<file path="config.mk">
export PLATFORM = sky130hd
export DESIGN_NAME = lmc_prog_ram_flat
export DESIGN_NICKNAME = d
export VERILOG_FILES = /design/src/rtl/lmc_prog_ram_pkg.sv /design/src/rtl/lmc_prog_ram_if.sv /design/src/rtl/lmc_prog_ram_btn_edge.sv /design/src/rtl/lmc_prog_ram.sv /design/src/flat_wrapper.sv
export SDC_FILE = /design/constraint.sdc
export NUM_CORES = 1
export LEC_CHECK = 0
export ABC_AREA = 0
export ABC_CLOCK_PERIOD_IN_PS = 5600
export CORE_AREA = 2 2 105 107
export CTS_CLUSTER_DIAMETER = 150
export DETAILED_ROUTE_END_ITERATION = 12
export DIE_AREA = 0 0 107 109
export PLACE_DENSITY = 0.73
export SETUP_SLACK_MARGIN = 0.3
export SYNTH_ARGS = -nofsm -noshare
export SYNTH_HDL_FRONTEND = slang
export SYNTH_SLANG_ARGS = --single-unit
export TNS_END_PERCENT = 50
</file>
<file path="constraint.sdc">
create_clock -name timer555 -period 5.6 [get_ports timer555]
set_input_delay 1.12 -clock timer555 [delete_from_list [all_inputs] [get_ports timer555]]
set_output_delay 1.12 -clock timer555 [all_outputs]
set_load 0.02 [all_outputs]
</file>
<file path="src/rtl/lmc_prog_ram_pkg.sv">
// Shared definitions for the LMC program RAM: 2-bit state type and its encodings.
package lmc_pkg;

    typedef logic [1:0] state_t;

    localparam state_t ST_LOAD = 2'd0;
    localparam state_t ST_RUN  = 2'd1;
    localparam state_t ST_HALT = 2'd2;

endpackage

</file>
<file path="src/rtl/lmc_prog_ram_if.sv">
// Bus between a program-RAM controller (master) and lmc_prog_ram (slave).
interface lmc_prog_ram_if #(
    parameter int ADDR_WIDTH = 4,
    parameter int DATA_WIDTH = 8
);
    import lmc_pkg::*;

    logic                  mode;
    logic                  step_en;
    logic                  ram_button;
    logic [DATA_WIDTH-1:0] data_in;
    logic                  jump;
    logic [ADDR_WIDTH-1:0] jump_addr;
    logic [DATA_WIDTH-1:0] ram_out;
    logic [ADDR_WIDTH-1:0] counter;
    state_t                state;
    logic                  wr_ack;
    logic                  wrap;

    modport master (
        output mode, step_en, ram_button, data_in, jump, jump_addr,
        input  ram_out, counter, state, wr_ack, wrap
    );

    modport slave (
        input  mode, step_en, ram_button, data_in, jump, jump_addr,
        output ram_out, counter, state, wr_ack, wrap
    );

endinterface

</file>
<file path="src/rtl/lmc_prog_ram_btn_edge.sv">
// Rising-edge detector for the write button. Define LMC_PROG_RAM_BTN_SYNC_EN
// to insert a two-flop synchroniser ahead of the detector.
module lmc_btn_edge (
    input  logic clk,
    input  logic reset_n,
    input  logic btn,
    output logic rise
);

    logic btn_s;
    logic btn_prev;

`ifdef LMC_PROG_RAM_BTN_SYNC_EN
    logic sync1;
    logic sync2;

    // Reset to 1 so a button already held across reset never looks like a new press.
    always_ff @(posedge clk or negedge reset_n) begin
        if (!reset_n) begin
            sync1 <= 1'b1;
            sync2 <= 1'b1;
        end else begin
            sync1 <= btn;
            sync2 <= sync1;
        end
    end

    assign btn_s = sync2;
`else
    assign btn_s = btn;
`endif

    always_ff @(posedge clk or negedge reset_n) begin
        if (!reset_n) begin
            btn_prev <= 1'b1;
        end else begin
            btn_prev <= btn_s;
        end
    end

    assign rise = btn_s & ~btn_prev;

endmodule

</file>
<file path="src/rtl/lmc_prog_ram.sv">
// LMC program RAM: button-driven LOAD writes, stepped RUN readout, optional halt at end.
// Button synchroniser enabled by LMC_PROG_RAM_BTN_SYNC_EN (see lmc_btn_edge).
module lmc_prog_ram #(
    parameter int ADDR_WIDTH  = 4,
    parameter int DATA_WIDTH  = 8,
    parameter int AUTO_INC    = 1,
    parameter int STOP_AT_END = 0
) (
    input  logic            timer555,
    input  logic            reset_n,
    lmc_prog_ram_if.slave   bus
);
    import lmc_pkg::*;

    localparam int DEPTH = 2**ADDR_WIDTH;
    localparam logic [ADDR_WIDTH-1:0] CNT_MAX = '1;

    logic [DATA_WIDTH-1:0] mem [DEPTH];
    logic [ADDR_WIDTH-1:0] cnt_q;
    logic [ADDR_WIDTH-1:0] cnt_nxt;
    state_t                st_q;
    state_t                st_nxt;
    logic                  btn_rise;
    logic                  wr_en;
    logic                  wrap_nxt;
    logic                  wr_ack_q;
    logic                  wrap_q;

    lmc_btn_edge u_btn_edge (
        .clk     (timer555),
        .reset_n (reset_n),
        .btn     (bus.ram_button),
        .rise    (btn_rise)
    );

    assign wr_en = btn_rise && (st_q == ST_LOAD);

    always_comb begin
        cnt_nxt  = cnt_q;
        st_nxt   = st_q;
        wrap_nxt = 1'b0;
        case (st_q)
            ST_LOAD: begin
                if (wr_en && (AUTO_INC != 0)) begin
                    cnt_nxt  = cnt_q + ADDR_WIDTH'(1);
                    wrap_nxt = (cnt_q == CNT_MAX);
                end
                if (bus.mode) st_nxt = ST_RUN;
            end
            ST_RUN: begin
                if (!bus.mode) begin
                    st_nxt = ST_LOAD;
                end else if (bus.step_en) begin
                    wrap_nxt = (cnt_q == CNT_MAX);
                    if ((cnt_q == CNT_MAX) && (STOP_AT_END != 0)) begin
                        st_nxt = ST_HALT;
                    end else begin
                        cnt_nxt = cnt_q + ADDR_WIDTH'(1);
                    end
                end
            end
            ST_HALT: begin
                if (!bus.mode) st_nxt = ST_LOAD;
            end
            default: st_nxt = ST_LOAD;
        endcase
        // A jump overrides any step, including the wrap pulse and the move into HALT.
        if (bus.jump) begin
            cnt_nxt  = bus.jump_addr;
            wrap_nxt = 1'b0;
            if (st_q == ST_RUN && st_nxt == ST_HALT) st_nxt = ST_RUN;
        end
    end

    always_ff @(posedge timer555 or negedge reset_n) begin
        if (!reset_n) begin
            cnt_q    <= '0;
            st_q     <= ST_LOAD;
            wr_ack_q <= 1'b0;
            wrap_q   <= 1'b0;
        end else begin
            cnt_q    <= cnt_nxt;
            st_q     <= st_nxt;
            wr_ack_q <= wr_en;
            wrap_q   <= wrap_nxt;
        end
    end

    // Program storage survives reset; the write uses the pre-jump/pre-increment address.
    always_ff @(posedge timer555) begin
        if (wr_en) mem[cnt_q] <= bus.data_in;
    end

    assign bus.ram_out = mem[cnt_q];
    assign bus.counter = cnt_q;
    assign bus.state   = st_q;
    assign bus.wr_ack  = wr_ack_q;
    assign bus.wrap    = wrap_q;

endmodule
</file>
<file path="src/flat_wrapper.sv">
// flat-port wrapper written by rule: the top's interface ports become plain ports
module lmc_prog_ram_flat import lmc_pkg::*;
#(
    parameter int ADDR_WIDTH  = 4,
    parameter int DATA_WIDTH  = 8,
    parameter int AUTO_INC    = 1,
    parameter int STOP_AT_END = 0
)
  (timer555, reset_n, bus_mode, bus_step_en, bus_ram_button, bus_data_in, bus_jump, bus_jump_addr, bus_ram_out, bus_counter, bus_state, bus_wr_ack, bus_wrap);
  lmc_prog_ram_if #(.ADDR_WIDTH(ADDR_WIDTH), .DATA_WIDTH(DATA_WIDTH)) bus_i ();
  input  logic timer555;
  input  logic reset_n;
  input wire logic [$bits(bus_i.mode)-1:0] bus_mode;
  input wire logic [$bits(bus_i.step_en)-1:0] bus_step_en;
  input wire logic [$bits(bus_i.ram_button)-1:0] bus_ram_button;
  input wire logic [$bits(bus_i.data_in)-1:0] bus_data_in;
  input wire logic [$bits(bus_i.jump)-1:0] bus_jump;
  input wire logic [$bits(bus_i.jump_addr)-1:0] bus_jump_addr;
  output wire logic [$bits(bus_i.ram_out)-1:0] bus_ram_out;
  output wire logic [$bits(bus_i.counter)-1:0] bus_counter;
  output wire logic [$bits(bus_i.state)-1:0] bus_state;
  output wire logic [$bits(bus_i.wr_ack)-1:0] bus_wr_ack;
  output wire logic [$bits(bus_i.wrap)-1:0] bus_wrap;
  assign bus_i.mode = bus_mode;
  assign bus_i.step_en = bus_step_en;
  assign bus_i.ram_button = bus_ram_button;
  assign bus_i.data_in = bus_data_in;
  assign bus_i.jump = bus_jump;
  assign bus_i.jump_addr = bus_jump_addr;
  assign bus_ram_out = bus_i.ram_out;
  assign bus_counter = bus_i.counter;
  assign bus_state = bus_i.state;
  assign bus_wr_ack = bus_i.wr_ack;
  assign bus_wrap = bus_i.wrap;
  lmc_prog_ram #(.ADDR_WIDTH(ADDR_WIDTH), .DATA_WIDTH(DATA_WIDTH), .AUTO_INC(AUTO_INC), .STOP_AT_END(STOP_AT_END)) u_core (.timer555(timer555), .reset_n(reset_n), .bus(bus_i));
endmodule
</file>
Yosys cells after proc, flatten, opt, wreduce, memory -nomap -nowiden

Memories as Yosys holds them, arrays and structs flattened.
Index checks and enable logic that the tools add are counted.

$add $sub $neg: 1
$mul: 0
Div/mod/pow operators: 0
Order comparisons: 0
Eq/ne operators: 7
Shift-type cells: 0
Multiplexer cells: 17
Bitwise gates (word level): 2
Reductions and logical operators: 6

Operators with widths:

| kind                                                                     | number |
|---|---|
| 4-bit two-way mux                                                        | 4 |
| 2-bit two-way mux                                                        | 4 |
| 4-bit case mux with 2 select lines                                       | 1 |
| 1-bit two-way mux                                                        | 6 |
| 3-bit inequality test (second input constant)                            | 2 |
| 4-bit by 1-bit adder with 4-bit output (second input constant)           | 1 |
| 2-bit equality test (second input constant)                              | 2 |
| 4-bit equality test (second input constant)                              | 1 |
| 2-bit case mux with 2 select lines                                       | 1 |
| 4-bit AND reduction                                                      | 1 |
| 3-bit by 2-bit inequality test with 1-bit output (second input constant) | 1 |
| 3-bit nonzero test                                                       | 1 |
| 2-bit by 1-bit equality test with 1-bit output (second input constant)   | 1 |
| 1-bit logical AND                                                        | 2 |
| 2-bit logical NOT                                                        | 1 |
| 1-bit case mux with 2 select lines                                       | 1 |
| 2-bit OR reduction                                                       | 1 |
| 1-bit bitwise AND                                                        | 1 |
| 1-bit inverter                                                           | 1 |

Flip-flop bits (word level): 9
Latch bits: 0
Memory bits (writable): 128
Memory bits (read-only): 0
Input port bits: 18
Word-level logic and storage cells: 39
Memories kept: 1

Memories:

| name       | words | width | read ports | clocked after Yosys merged registers in | wr ports | line               | RTL |
|---|---|---|---|---|---|---|---|
| u_core.mem | 16    | 8     | 1          | 0                                       | 1        | lmc_prog_ram.sv:18 | `logic [DATA_WIDTH-1:0] mem [DEPTH];` |

Depth between registers and ports, before layout

Depth after elaboration: 7
Mapped depth: 6
Mapped depth without buffers: 6

Cells and area by module

From an unflattened synthesis, not the netlist that was laid out.

Cells, all modules: 281
Area total of the unflattened synthesis: 5625.4 um^2

Modules (own cells, without submodules):

| module       | instances | cells each | area each (um^2) | sequential area each (um^2) |
|---|---|---|---|---|
| lmc_prog_ram | 1         | 279        | 5585.4           | 4043.9 |
| lmc_btn_edge | 1         | 2          | 40.0             | 26.3 |

Worst setup path before layout

Ideal clock, no wire load.

Path kind: register to output
Start point: register u_core.cnt_q[0] (netlist: u_core.bus.counter[0])
End point: output bus_ram_out[5]
Arrival: 1.684 ns
Setup slack: 2.796 ns
Stages on the path, launching flop included: 6
Buffers on the path: 2
Cell sequence: dfrtp_1 > buf_6 > buf_4 > mux4_2 > a22oi_1 > nand2_1

Cells in the longest elaborated chain, start to end: 1

Ends and longest elaborated chain:

| what                     | line               | RTL |
|---|---|---|
| start: declaration       | lmc_prog_ram.sv:19 | `logic [ADDR_WIDTH-1:0] cnt_q;` |
| start signal: assignment | lmc_prog_ram.sv:82 | `cnt_q <= cnt_nxt;` |
| memory read 16 x 8 bit   | n/a                |  |
| end: declaration         | flat_wrapper.sv:19 | `output wire logic [$bits(bus_i.ram_out)-1:0] bus_ram_out;` |

Every way passes these cells.

Worst setup path in the final report

Start point: register u_core.cnt_q[0] (netlist: u_core.bus.counter[0])
End point: output bus_ram_out[3]

Same word-level chain as after synthesis.

==> metrics <==
status finished clean; Critical Path RT 4480 ps; Max Clock Freq 0.229 GHz; I/O pin count 34; Iteration-0 DRC Markers 181; nets 350; die height 109 um; Starting Density 53.0%; post-synthesis compound-gate area fraction 3.90%; Via Count 2769; Slew HR 32.0%; dpl ws 1730 ps; Tmin final 4370 ps; CTS sink cnt 137; Setup Buffers After CTS 0; clk buf depth 2; mean post-synth cell area 20.1 sq um; CP bufs+invs 2; CP max stage delay 980 ps; vias in the first global route 2935; worst ir drop on vdd 232 uV; #FFs+latches synth 137; Vias/cell 5.82; mux share of post-synthesis cell area 14.1%; final wirelength 10.9 mm; clk root buf clkbuf_8; Post-Synth XOR/XNOR Area 0.468%; number of hold violations in the final report 0; GRT busiest layer met2; multi-input logic area 1420 sq um; crit share post-route 78.0%; Slew Limit Fails 0; global-route wire length before repair 17.1 mm; Cell Area, Synth 5620 sq um; clock skew after layout 5.47 ps; Post-Syn Instances 280; main combinational cell family by area after synthesis multiplexers; sequential-to-total area share from yosys stat 72.5%; Area contributors post-synth edfxtp_1 68%, mux4_2 8.4%, mux4_1 5.1%; delay-heaviest family, CP flip-flops; cts repair resizes 0; Die ar. 11700 sq um; Hold-fix buffers, CTS 0; largest net degree at the start of global routing 30; Post-synth EDFFs 128; H-tree depth 4; crit-path cells buf_4 -> mux4_1 -> a22oi_1 -> nand2_1 -> clkdlybuf4s50_1; syn_nets 306; Area Overhead vs Synth 17.7%; final setup violation count 0; CP startpoint kind flip-flop; CP max FO 29; GRT Util Overall 20.9%; synth unique cells 39; register area 4070 sq um; Core Area 10600 sq um; crit path kind reg -> out; post-route ant nets 0; RePlAce Congestion 0.805; Worst-Skew Late Latency 520 ps; # Max-Cap Violations 0; drt pass-1 iters 7; Hold/Removal Path Class reg -> reg; Post-DP HPWL 6.77 mm; Worst setup EP type output port; DR WL/cell 22.9 um; Tightest Pin Transition 1010 ps; fraction of the mapped netlist area in simple logic gates 4.75%; LEAKAGE 0.00221 uW; Synth Area in Adders 1.78%; Critical Path AT 3250 ps; Yosys top cell by area edfxtp_1; final worst slack 1230 ps; yosys warns 0; fillcell total 737; Synth Flop Type edfxtp_1; ratio of cells with drive above 1 in the final layout 19.6%; Pwr Density 439 nW/um^2; CTS tree done; initial antenna violation count 0; Yosys top cell area share 68.4%; sum of negative setup slack 0 ps; # port buffers 33; met3 Usage GRT 5.80%; FP Rows 38; most instantiated library cell after synthesis edfxtp_1; unrepaired setup endpoints after global routing no; Post-synth ARST share 6.57%; CTS Buf Count 17; Ant. Diodes 0; gr ovfl total 0; residual DRC count 0; Worst-path clk slew 60 ps; die width 107 um; met1 track demand over resource 28.1%; slowest CP cell dfrtp_2; met2 usage 33.4%; Commonest cells post-synth 128 x edfxtp_1, 21 x mux4_2, 17 x a22oi_1
state kept, by name, indices dropped and copies added, names as in the netlist:
register                    flops
u_core.u_btn_edge.btn_prev      1
u_core.bus.wrap                 1
u_core.mem                    128
u_core.bus.counter              4
u_core.bus.state                2
u_core.bus.wr_ack               1
cells in the final DEF (no fill, tap or decap), drive strengths merged:
master         count
nor3               5
edfxtp           128
a21oi              1
nand2             15
nand4b             1
nand2b             2
clkbuf            17
dfstp              1
mux2i              2
a21boi             1
and2              13
xor2               1
nand3b             2
clkinvlp           5
o21a               1
a22oi             17
clkinv             7
clkdlybuf4s50     33
nand3              2
mux2               1
a2111oi            2
a31o               1
dfrtp              8
nor2               5
and2b              1
nor2b              1
bufinv             2
ha                 8
o21ai              4
inv                6
xnor2              2
mux4              32
a211oi             1
buf                6
nor4               2
stage by stage:
step / util [%] / instance area (sq um) / hold WS (ps) / total power (uW) / instances
after global routing: 62.3 / 6610 / 722 / 3020 / 476
after CTS: 62.3 / 6610 / 686 / 2930 / 476
after floorplan: - / 5620 / 629 / 1710 / 280
after detailed placement: 57.2 / 6060 / 668 / 1900 / 445
after global placement: 57.2 / 6060 / 662 / 1890 / 445
final: 62.3 / 6610 / 693 / 2900 / 476
layout make-up:
cell class / count / area share, %
Clock inverter: 14 / 2.03
Tap cell: 140 / 2.65
Sequential cell: 137 / 61.6
Multi-Input combinational cell: 123 / 21.4
Inverter: 6 / 0.341
Clock buffer: 17 / 6.27
Timing Repair Buffer: 39 / 5.68
kinds of logic (layout without fill, tap and decap cells):
kind of cell | after synthesis | in the layout
multiplexers | 35 | 35
flip-flops | 137 | 137
XOR/XNOR | 3 | 3
AND/OR/NAND/NOR | 49 | 49
adder cells (fa/ha/maj) | 8 | 8
AO/OA/AOI/OAI | 28 | 28
buffers and inverters | 20 | 76
final timing paths:
check / from / end / slack, ps / cells after the start
max in group asynchronous: reset_n / u_core.u_btn_edge.btn_prev$_DFF_PN1_ / 4390 / 1
min reg2reg: u_core.u_btn_edge.btn_prev$_DFF_PN1_ / u_core.bus.wr_ack$_DFF_PN0_ / 690 / 2
min in group asynchronous: reset_n / u_core.bus.wrap$_DFF_PN0_ / 890 / 1
max reg2reg: u_core.bus.counter[0]$_DFFE_PN0P_ / u_core.mem[7][0]$_DFFE_PP_ / 2750 / 4
max: u_core.bus.counter[0]$_DFFE_PN0P_ / bus_ram_out[3] / 1230 / 5
min: u_core.u_btn_edge.btn_prev$_DFF_PN1_ / u_core.bus.wr_ack$_DFF_PN0_ / 690 / 2
worst reg2reg max path, stage by stage, from the launching register on:
cell     delay, ps
dfrtp_2        980
buf_4          280
ha_1           170
inv_1          120
nor4_2         910
per-layer routing:
metal / vias up / share of wire, %
li1: 1237 / -
met1: 1408 / 43
met2: 108 / 50
met3: 16 / 5.5
met4: 0 / 1.7
met5: - / 0
power breakdown:
group / total (uW) / internal [uW] / switching [uW]
Clock: 1020 / 623 / 401
Sequential: 1240 / 1150 / 84.8
Combinational: 639 / 330 / 308
(Power assumes the default switching activity.)
